`config.mk`:
```
export PLATFORM = sky130hd
export DESIGN_NAME = uart8_core
export DESIGN_NICKNAME = d
export VERILOG_FILES = /design/src/rtl/uart8_core.sv
export SDC_FILE = /design/constraint.sdc
export NUM_CORES = 1
export LEC_CHECK = 0
export BUFFER_PORTS_ARGS = -buffer_cell sky130_fd_sc_hd__buf_2
export CAP_MARGIN = 20
export CORE_MARGIN = 5
export CORE_UTILIZATION = 60
export CTS_BUF_LIST = sky130_fd_sc_hd__clkbuf_4 sky130_fd_sc_hd__clkbuf_8
export DETAILED_ROUTE_END_ITERATION = 7
export GPL_ROUTABILITY_DRIVEN = 0
export HOLD_SLACK_MARGIN = 0.02
export MAX_ROUTING_LAYER = met4
export PLACE_DENSITY_LB_ADDON = 0.08
export SLEW_MARGIN = 20
export SYNTH_ARGS = -nofsm -noshare
export SYNTH_HDL_FRONTEND = slang
export SYNTH_SLANG_ARGS = --single-unit
```
`constraint.sdc`:
```
create_clock -name clk -period 2.18 [get_ports clk]
set_input_delay 0.436 -clock clk [delete_from_list [all_inputs] [get_ports clk]]
set_output_delay 0.436 -clock clk [all_outputs]
set_load 0.005 [all_outputs]
```
`src/rtl/uart8_core.sv`:
```
`default_nettype none
// ============================================================================
// Module   : uart8_core
// Purpose  : 8-N-1 UART with independent receiver and transmitter sharing
//            one clock and one reset. The receiver oversamples 16x per bit
//            and samples at bit midpoints. The transmitter shifts at 1x baud.
//            Frame format: 1 start bit (0), 8 data bits LSB first, 1 stop
//            bit (1), no parity.
// Ports    : clk      - system clock, rising edge
//            reset    - synchronous, active-high reset
//            rxEn     - receiver enable (0 = ignore line, abort frame)
//            rxIn     - serial input, idle high (asynchronous to clk)
//            rxBusy   - receiver is inside a frame
//            rxDone   - 1-cycle pulse, rxOut holds a new valid byte
//            rxErr    - framing error (stop bit sampled low), sticky
//            rxOut    - last correctly received byte
//            txEn     - transmitter enable (0 = line idle, abort frame)
//            txStart  - send request, sampled while transmitter idle
//            txIn     - byte to send, latched on accepted txStart
//            txBusy   - transmitter is shifting a frame
//            txDone   - 1-cycle pulse at the end of the stop bit
//            txOut    - serial output, idle high
// Revision : 1.0 - initial release
// ============================================================================
module uart8_core #(
  parameter int CLOCK_RATE = 12000000,
  parameter int BAUD_RATE  = 9600
) (
  input  logic       clk,
  input  logic       reset,
  input  logic       rxEn,
  input  logic       rxIn,
  output logic       rxBusy,
  output logic       rxDone,
  output logic       rxErr,
  output logic [7:0] rxOut,
  input  logic       txEn,
  input  logic       txStart,
  input  logic [7:0] txIn,
  output logic       txBusy,
  output logic       txDone,
  output logic       txOut
);

  localparam int c_RX_DIV   = CLOCK_RATE / (BAUD_RATE * 16);
  localparam int c_TX_DIV   = CLOCK_RATE / BAUD_RATE;
  localparam int c_RX_DIV_W = $clog2(c_RX_DIV + 1);
  localparam int c_TX_DIV_W = $clog2(c_TX_DIV + 1);
  localparam logic [c_RX_DIV_W-1:0] c_RX_LAST = c_RX_DIV_W'(c_RX_DIV - 1);
  localparam logic [c_TX_DIV_W-1:0] c_TX_LAST = c_TX_DIV_W'(c_TX_DIV - 1);

  typedef enum logic [1:0] {
    RX_IDLE  = 2'd0,
    RX_START = 2'd1,
    RX_DATA  = 2'd2,
    RX_STOP  = 2'd3
  } rxState_t;

  typedef enum logic [1:0] {
    TX_IDLE  = 2'd0,
    TX_START = 2'd1,
    TX_DATA  = 2'd2,
    TX_STOP  = 2'd3
  } txState_t;

  // --------------------------------------------------------------------------
  // Receiver input synchroniser and falling-edge detect
  // --------------------------------------------------------------------------
  logic [1:0] r_rxSync;
  logic       r_rxPrev;
  logic       w_rxLine;
  logic       w_rxFall;

  always_ff @(posedge clk) begin
    if (reset) begin
      // Preset to the idle level so reset release never looks like a start edge
      r_rxSync <= 2'b11;
      r_rxPrev <= 1'b1;
    end else begin
      r_rxSync <= {r_rxSync[0], rxIn};
      r_rxPrev <= r_rxSync[1];
    end
  end

  assign w_rxLine = r_rxSync[1];
  assign w_rxFall = r_rxPrev & ~w_rxLine;

  // --------------------------------------------------------------------------
  // Receiver FSM with 16x oversampling tick
  // --------------------------------------------------------------------------
  rxState_t              r_rxState;
  logic [c_RX_DIV_W-1:0] r_rxDivCnt;
  logic [3:0]            r_rxTickCnt;
  logic [2:0]            r_rxBitCnt;
  logic [7:0]            r_rxShift;
  logic                  w_rxTick;

  assign w_rxTick = (r_rxDivCnt == c_RX_LAST);

  always_ff @(posedge clk) begin
    if (reset) begin
      r_rxState   <= RX_IDLE;
      r_rxDivCnt  <= '0;
      r_rxTickCnt <= '0;
      r_rxBitCnt  <= '0;
      r_rxShift   <= '0;
      rxBusy      <= 1'b0;
      rxDone      <= 1'b0;
      rxErr       <= 1'b0;
      rxOut       <= 8'h00;
    end else begin
      rxDone <= 1'b0;
      if (!rxEn) begin
        // Disabled: drop any frame in progress, hold the tick divider
        r_rxState  <= RX_IDLE;
        r_rxDivCnt <= '0;
        rxBusy     <= 1'b0;
      end else begin
        r_rxDivCnt <= w_rxTick ? '0 : r_rxDivCnt + 1'b1;
        case (r_rxState)
          RX_IDLE: begin
            if (w_rxFall) begin
              // Re-phase the tick divider to the start edge
              r_rxState   <= RX_START;
              r_rxDivCnt  <= '0;
              r_rxTickCnt <= '0;
              rxBusy      <= 1'b1;
              rxErr       <= 1'b0;
            end
          end
          RX_START: begin
            if (w_rxTick) begin
              r_rxTickCnt <= r_rxTickCnt + 1'b1;
              if (r_rxTickCnt == 4'd7) begin
                // Middle of the start bit; a high line means it was a glitch
                r_rxTickCnt <= '0;
                if (!w_rxLine) begin
                  r_rxState  <= RX_DATA;
                  r_rxBitCnt <= '0;
                end else begin
                  r_rxState <= RX_IDLE;
                  rxBusy    <= 1'b0;
                end
              end
            end
          end
          RX_DATA: begin
            if (w_rxTick) begin
              // Tick count wraps 15 -> 0, so every 16th tick is a midpoint
              r_rxTickCnt <= r_rxTickCnt + 1'b1;
              if (r_rxTickCnt == 4'd15) begin
                r_rxShift  <= {w_rxLine, r_rxShift[7:1]};
                r_rxBitCnt <= r_rxBitCnt + 1'b1;
                if (r_rxBitCnt == 3'd7) begin
                  r_rxState <= RX_STOP;
                end
              end
            end
          end
          RX_STOP: begin
            if (w_rxTick) begin
              r_rxTickCnt <= r_rxTickCnt + 1'b1;
              if (r_rxTickCnt == 4'd15) begin
                // Return to idle at the stop midpoint so a short stop bit
                // followed by an early start edge is still caught
                r_rxState <= RX_IDLE;
                rxBusy    <= 1'b0;
                if (w_rxLine) begin
                  rxOut  <= r_rxShift;
                  rxDone <= 1'b1;
                end else begin
                  rxErr <= 1'b1;
                end
              end
            end
          end
          default: begin
            r_rxState <= RX_IDLE;
            rxBusy    <= 1'b0;
          end
        endcase
      end
    end
  end

  // --------------------------------------------------------------------------
  // Transmitter FSM, one bit every c_TX_DIV clocks
  // --------------------------------------------------------------------------
  txState_t              r_txState;
  logic [c_TX_DIV_W-1:0] r_txDivCnt;
  logic [2:0]            r_txBitCnt;
  logic [7:0]            r_txShift;
  logic                  w_txBitEnd;

  assign w_txBitEnd = (r_txDivCnt == c_TX_LAST);

  always_ff @(posedge clk) begin
    if (reset) begin
      r_txState  <= TX_IDLE;
      r_txDivCnt <= '0;
      r_txBitCnt <= '0;
      r_txShift  <= '0;
      txBusy     <= 1'b0;
      txDone     <= 1'b0;
      txOut      <= 1'b1;
    end else begin
      txDone <= 1'b0;
      if (!txEn) begin
        r_txState  <= TX_IDLE;
        r_txDivCnt <= '0;
        txBusy     <= 1'b0;
        txOut      <= 1'b1;
      end else begin
        r_txDivCnt <= w_txBitEnd ? '0 : r_txDivCnt + 1'b1;
        case (r_txState)
          TX_IDLE: begin
            r_txDivCnt <= '0;
            if (txStart) begin
              r_txShift <= txIn;
              r_txState <= TX_START;
              txBusy    <= 1'b1;
              txOut     <= 1'b0;
            end
          end
          TX_START: begin
            if (w_txBitEnd) begin
              r_txState  <= TX_DATA;
              r_txBitCnt <= '0;
              txOut      <= r_txShift[0];
            end
          end
          TX_DATA: begin
            if (w_txBitEnd) begin
              if (r_txBitCnt == 3'd7) begin
                r_txState <= TX_STOP;
                txOut     <= 1'b1;
              end else begin
                // The bit going out next is bit 1 of the current shift value
                r_txShift  <= {1'b0, r_txShift[7:1]};
                r_txBitCnt <= r_txBitCnt + 1'b1;
                txOut      <= r_txShift[1];
              end
            end
          end
          TX_STOP: begin
            if (w_txBitEnd) begin
              r_txState <= TX_IDLE;
              txBusy    <= 1'b0;
              txDone    <= 1'b1;
            end
          end
          default: begin
            r_txState <= TX_IDLE;
            txBusy    <= 1'b0;
            txOut     <= 1'b1;
          end
        endcase
      end
    end
  end

endmodule
`default_nettype wire

```
-- Yosys cells after proc, flatten, opt, wreduce, memory -nomap -nowiden
Cells that the tools add are included.
- bits in registers: 65
- output and inout bits: 14
- input port bits: 14
- word-level logic and storage cells: 148
- bitwise operators: 8
- muxes and demuxes: 60
- equality and inequality tests: 30
- $add $sub $neg: 5
- reduce and logical (&&, ||, !) cells: 27
- operators with widths (cell ; number):
    $ne 2x2->1 const B ; 17
    $mux 2 ; 14
    $mux 3 ; 8
    $mux 8 ; 3
    $mux 7 ; 3
    $reduce_and 5->1 ; 4
    $mux 1 ; 18
    $mux 4 ; 4
    $pmux 2 s4 ; 2
    $pmux 8 s2 ; 1
    $reduce_and 7->1 ; 2
    $pmux 3 s2 ; 2
    $pmux 4 s3 ; 1
    $reduce_and 4->1 ; 3
    $add 11x1->11 const B ; 1
    $eq 11x11->1 const B ; 1
    $reduce_bool 2->1 ; 5
    $eq 2x2->1 const B ; 4
    $reduce_and 8->1 ; 1
    $add 7x1->7 const B ; 1
    $eq 7x7->1 const B ; 1
    $not 1->1 ; 7
    $add 3x1->3 const B ; 2
    $eq 3x3->1 const B ; 2
    16 further kinds ; 23

-- Logic depth before layout (Yosys ltp)
- depth after elaboration: 5
- mapped depth: 8
- depth with buffers taken out: 6

-- Worst setup path before layout
Ideal clock, no wire load.
- path type: register to register
- from: register r_txDivCnt[0]
- to: register r_txShift[5]
- buffers on the path: 1
- setup time: 0.088 ns
- data arrival time: 1.785 ns
- period minus slack after synthesis: 1.873 ns
- path slack: 0.307 ns
- cell stages (with the launch flop): 7
- data required time: 2.092 ns
- cell sequence: dfxtp_1 > ha_1 > or3b_2 > o31ai_4 > buf_6 > a21oi_1 > a311oi_2
- cells in the longest elaborated chain, start to end: 3
- ends and longest elaborated chain (item ; RTL line ; source):
    start, declared ; 190 ; logic [c_TX_DIV_W-1:0] r_txDivCnt;
    start signal, assigned ; 214 ; r_txDivCnt <= w_txBitEnd ? '0 : r_txDivCnt + 1'b1;
    $eq 11x11->1 ; 195 ; assign w_txBitEnd = (r_txDivCnt == c_TX_LAST);
    $ne 2x2->1 (no line) ; n/a ;
    $reduce_and 5->1 (no line) ; n/a ;
    end signal, assigned ; 219 ; r_txShift <= txIn;
    end signal, assigned ; 239 ; r_txShift <= {1'b0, r_txShift[7:1]};
    end, declared ; 192 ; logic [7:0] r_txShift;
No other way between the ends.
A chain may end at the register's enable or synchronous reset.

-- Worst setup path in the final report
- from: register r_txDivCnt[0]
- to: register r_txShift[1]
The elaborated chain is that of the path after synthesis.

==> results.tsv <==
metric	value	unit
status	complete, no violations	
clk_pin_slew_worst_paths	70	ps
grt_max_degree	22	
layout_common_cells	65 x dfxtp_1, 44 x nor2_1, 27 x buf_2	
grtUsageMet2	0.3269	
die_h	82.68	um
synth-seq-cells	65	
maxSlewHeadroom	0.6927	
path_max_fanout	15	
tritoncts	yes	
cp_slowest_cell	or3b_2	
nets	401	
min_path_type	input pin to register	
insertion_delay	350	ps
start_util	0.6205	
clockBufferDepth	2	
ant_nets	0	
p_sw	0.5984	mW
cts_buffers	9	
total_leakage_power	1.333	nW
critPathKind	register to register	
combPwrFrac	0.060	
synth_top_area_cell	dfxtp_1	
intPower	1.955	mW
rsz0062_at_grt	no	
layout_setup_ws	186.9	ps
synth-main-ff-cell	dfxtp_1	
cap_violations	0	
cp_data_arrival_time	2240	ps
diodes	0	
fp.dieArea	6836	sq um
syn-cell-area	3169	sq um
placed_area	3358	sq um
synth_edf_count	0	
grt_busiest_layer	met2	
drive_gt1_frac	0.1936	
avgSynthCellArea	9.321	sq um
num_io_pins	28	
syn_inst	340	
yosysSeqAreaShare	0.4106	
dp_cells	431	
r2r_cells	6	
clockPowerShare	0.460	
grt_pass1_vias	2420	
hpwl	4198	um
worstPathCellList	ha_1, or3b_2, o31ai_4, buf_4, a21oi_1, a311oi_1	
start_kind	register	
stdcell_area	3595	sq um
num_vias	2487	
area_growth	13.42	%
grt_overflow	0	
antenna_found_initial	0	
max_stage_delay	490	ps
vdd_drop_max	0.4993	mV
slew_viol_final	0	
synth_cell_types	57	
port_buffers	27	
p_total	2.554	mW
worstHoldPathCells	2	
vias_per_cell	5.564	
synth-warning-count	0	
drc_errors	0	
coreArea	5107	sq um
chipWidth	82.68	um
cts_root_buf	clkbuf_8	
grt.total_usage	0.2031	
p_seq_frac	0.481	
final_common_cell	dfxtp_1	
grt_use_met3	0.05640	
finalSetupViolCount	0	
power.density	710.4	nW/um^2
synthTopCellsByArea	dfxtp_1 41%, mux2i_1 7.6%, ha_1 5.9%	
netSwitchingFraction	0.2343	
crit_required	2430	ps
min_period_over_period	0.9143	
async_reset_ff_frac	0	
stdcell_count	447	
htree_num_levels	3	
grt.met1_usage	0.2359	
synth_fp_nets	369	
clock-sinks	65	
wl_per_cell	13.28	um
dp_slack	204.3	ps
clock_skew	10.97	ps
ctsHoldBuffers	0	
num_rows	26	
grt_pass1_wl	10360	um
end_kind	register	
drtPass1Iterations	4	
synth_top_area_frac	0.4106	
worst_pin_slew	456.2	ps
min_period	1993	ps
fmax	0.5017	GHz
drtIter0Drc	119	
finalHoldViolCount	0	
drt_wl_total	5934	um
timing.setup.tns	0	ps
-- sequential cells by signal, summed over array words and instances, names as in the netlist, 2 cells and up, named ones only --
| name | count |
|---|---|
| r_rxBitCnt | 3 |
| r_rxDivCnt | 7 |
| r_rxShift | 8 |
| r_rxSync | 2 |
| r_rxTickCnt | 4 |
| r_txBitCnt | 3 |
| r_txDivCnt | 11 |
| r_txShift | 8 |
| r_txState | 2 |
| rxOut | 8 |
-- worst paths after layout --
path	start	end	slack [ps]
worst min-delay path	rxIn	r_rxSync[0]	280
worst max-delay path	r_txDivCnt[0]	r_txShift[1]	190
worst min register to register	r_rxSync[0]	r_rxSync[1]	410
worst max register to register	r_txDivCnt[0]	r_txShift[1]	190
-- through the flow --
stage / utilization / hold slack, ps
CTS: 0.7024 / 277.4
floorplan: - / 389.5
detailed placement: 0.6575 / 400.0
global route: 0.7038 / 267.1
finish: 0.7038 / 280.6
global placement: 0.6575 / 394.8
-- kinds of logic after synthesis --
family,share of synthesized area
compound gates,0.1386
xor+xnor,0.03869
fa+ha+maj,0.05922
buf+inv,0.04816
flops,0.4106
mux,0.07580
simple gates,0.2290
-- layer usage --
| layer | vias to the layer above | routed length [um] |
|---|---|---|
| met1 | 1165 | 2883 |
| met2 | 35 | 2742 |
| met4 | 0 | 116 |
| met3 | 12 | 191 |
| met5 | - | 0 |
| li1 | 1275 | - |
-- layout make-up --
class	instances	area, sq um
inverters	10	37.54
clock buffers	10	137.6
clock inverters	6	91.34
repair buffers	37	210.2
fillers	436	1513
multi-input cells	249	1729
well taps	70	87.58
flip-flops and latches	65	1301
-- power by group through the flow --
stage          Clock [mW]  Sequential [mW]  Combinational [mW]
4_1_cts              1.19             1.23               0.150
2_1_floorplan           0             1.25               0.117
3_3_place_gp            0             1.25               0.146
3_5_place_dp            0             1.25               0.150
5_1_grt              1.26             1.23               0.168
6_report             1.17             1.23               0.152
-- worst max-delay path: cells and delay by family (launching register included) --
kind	cells	cell delay [ps]
AO/OA/AOI/OAI	3	570
adder cells (fa/ha/maj)	1	180
buffers and inverters	1	240
flip-flops	1	410
AND/OR/NAND/NOR	1	490
-- cells in the mapped netlist (7+ instances only) --
cell type  count
clkbuf_1       8
nor2b_1        9
nand3_1       12
nand2_1       21
a311oi_1       7
nor2_1        44
dfxtp_1       65
ha_1          15
xnor2_1        8
inv_1         10
a21oi_1       17
o21ai_0       12
mux2i_1       24
-- timing repair --
action | in CTS | in global routing
endpoints found under the hold margin | 0 | 0
setup endpoints to repair | 0 | 3
buffers inserted | 0 | 0
resized for setup | 0 | 2
No activity file was read; power rests on OpenSTA's default activity.
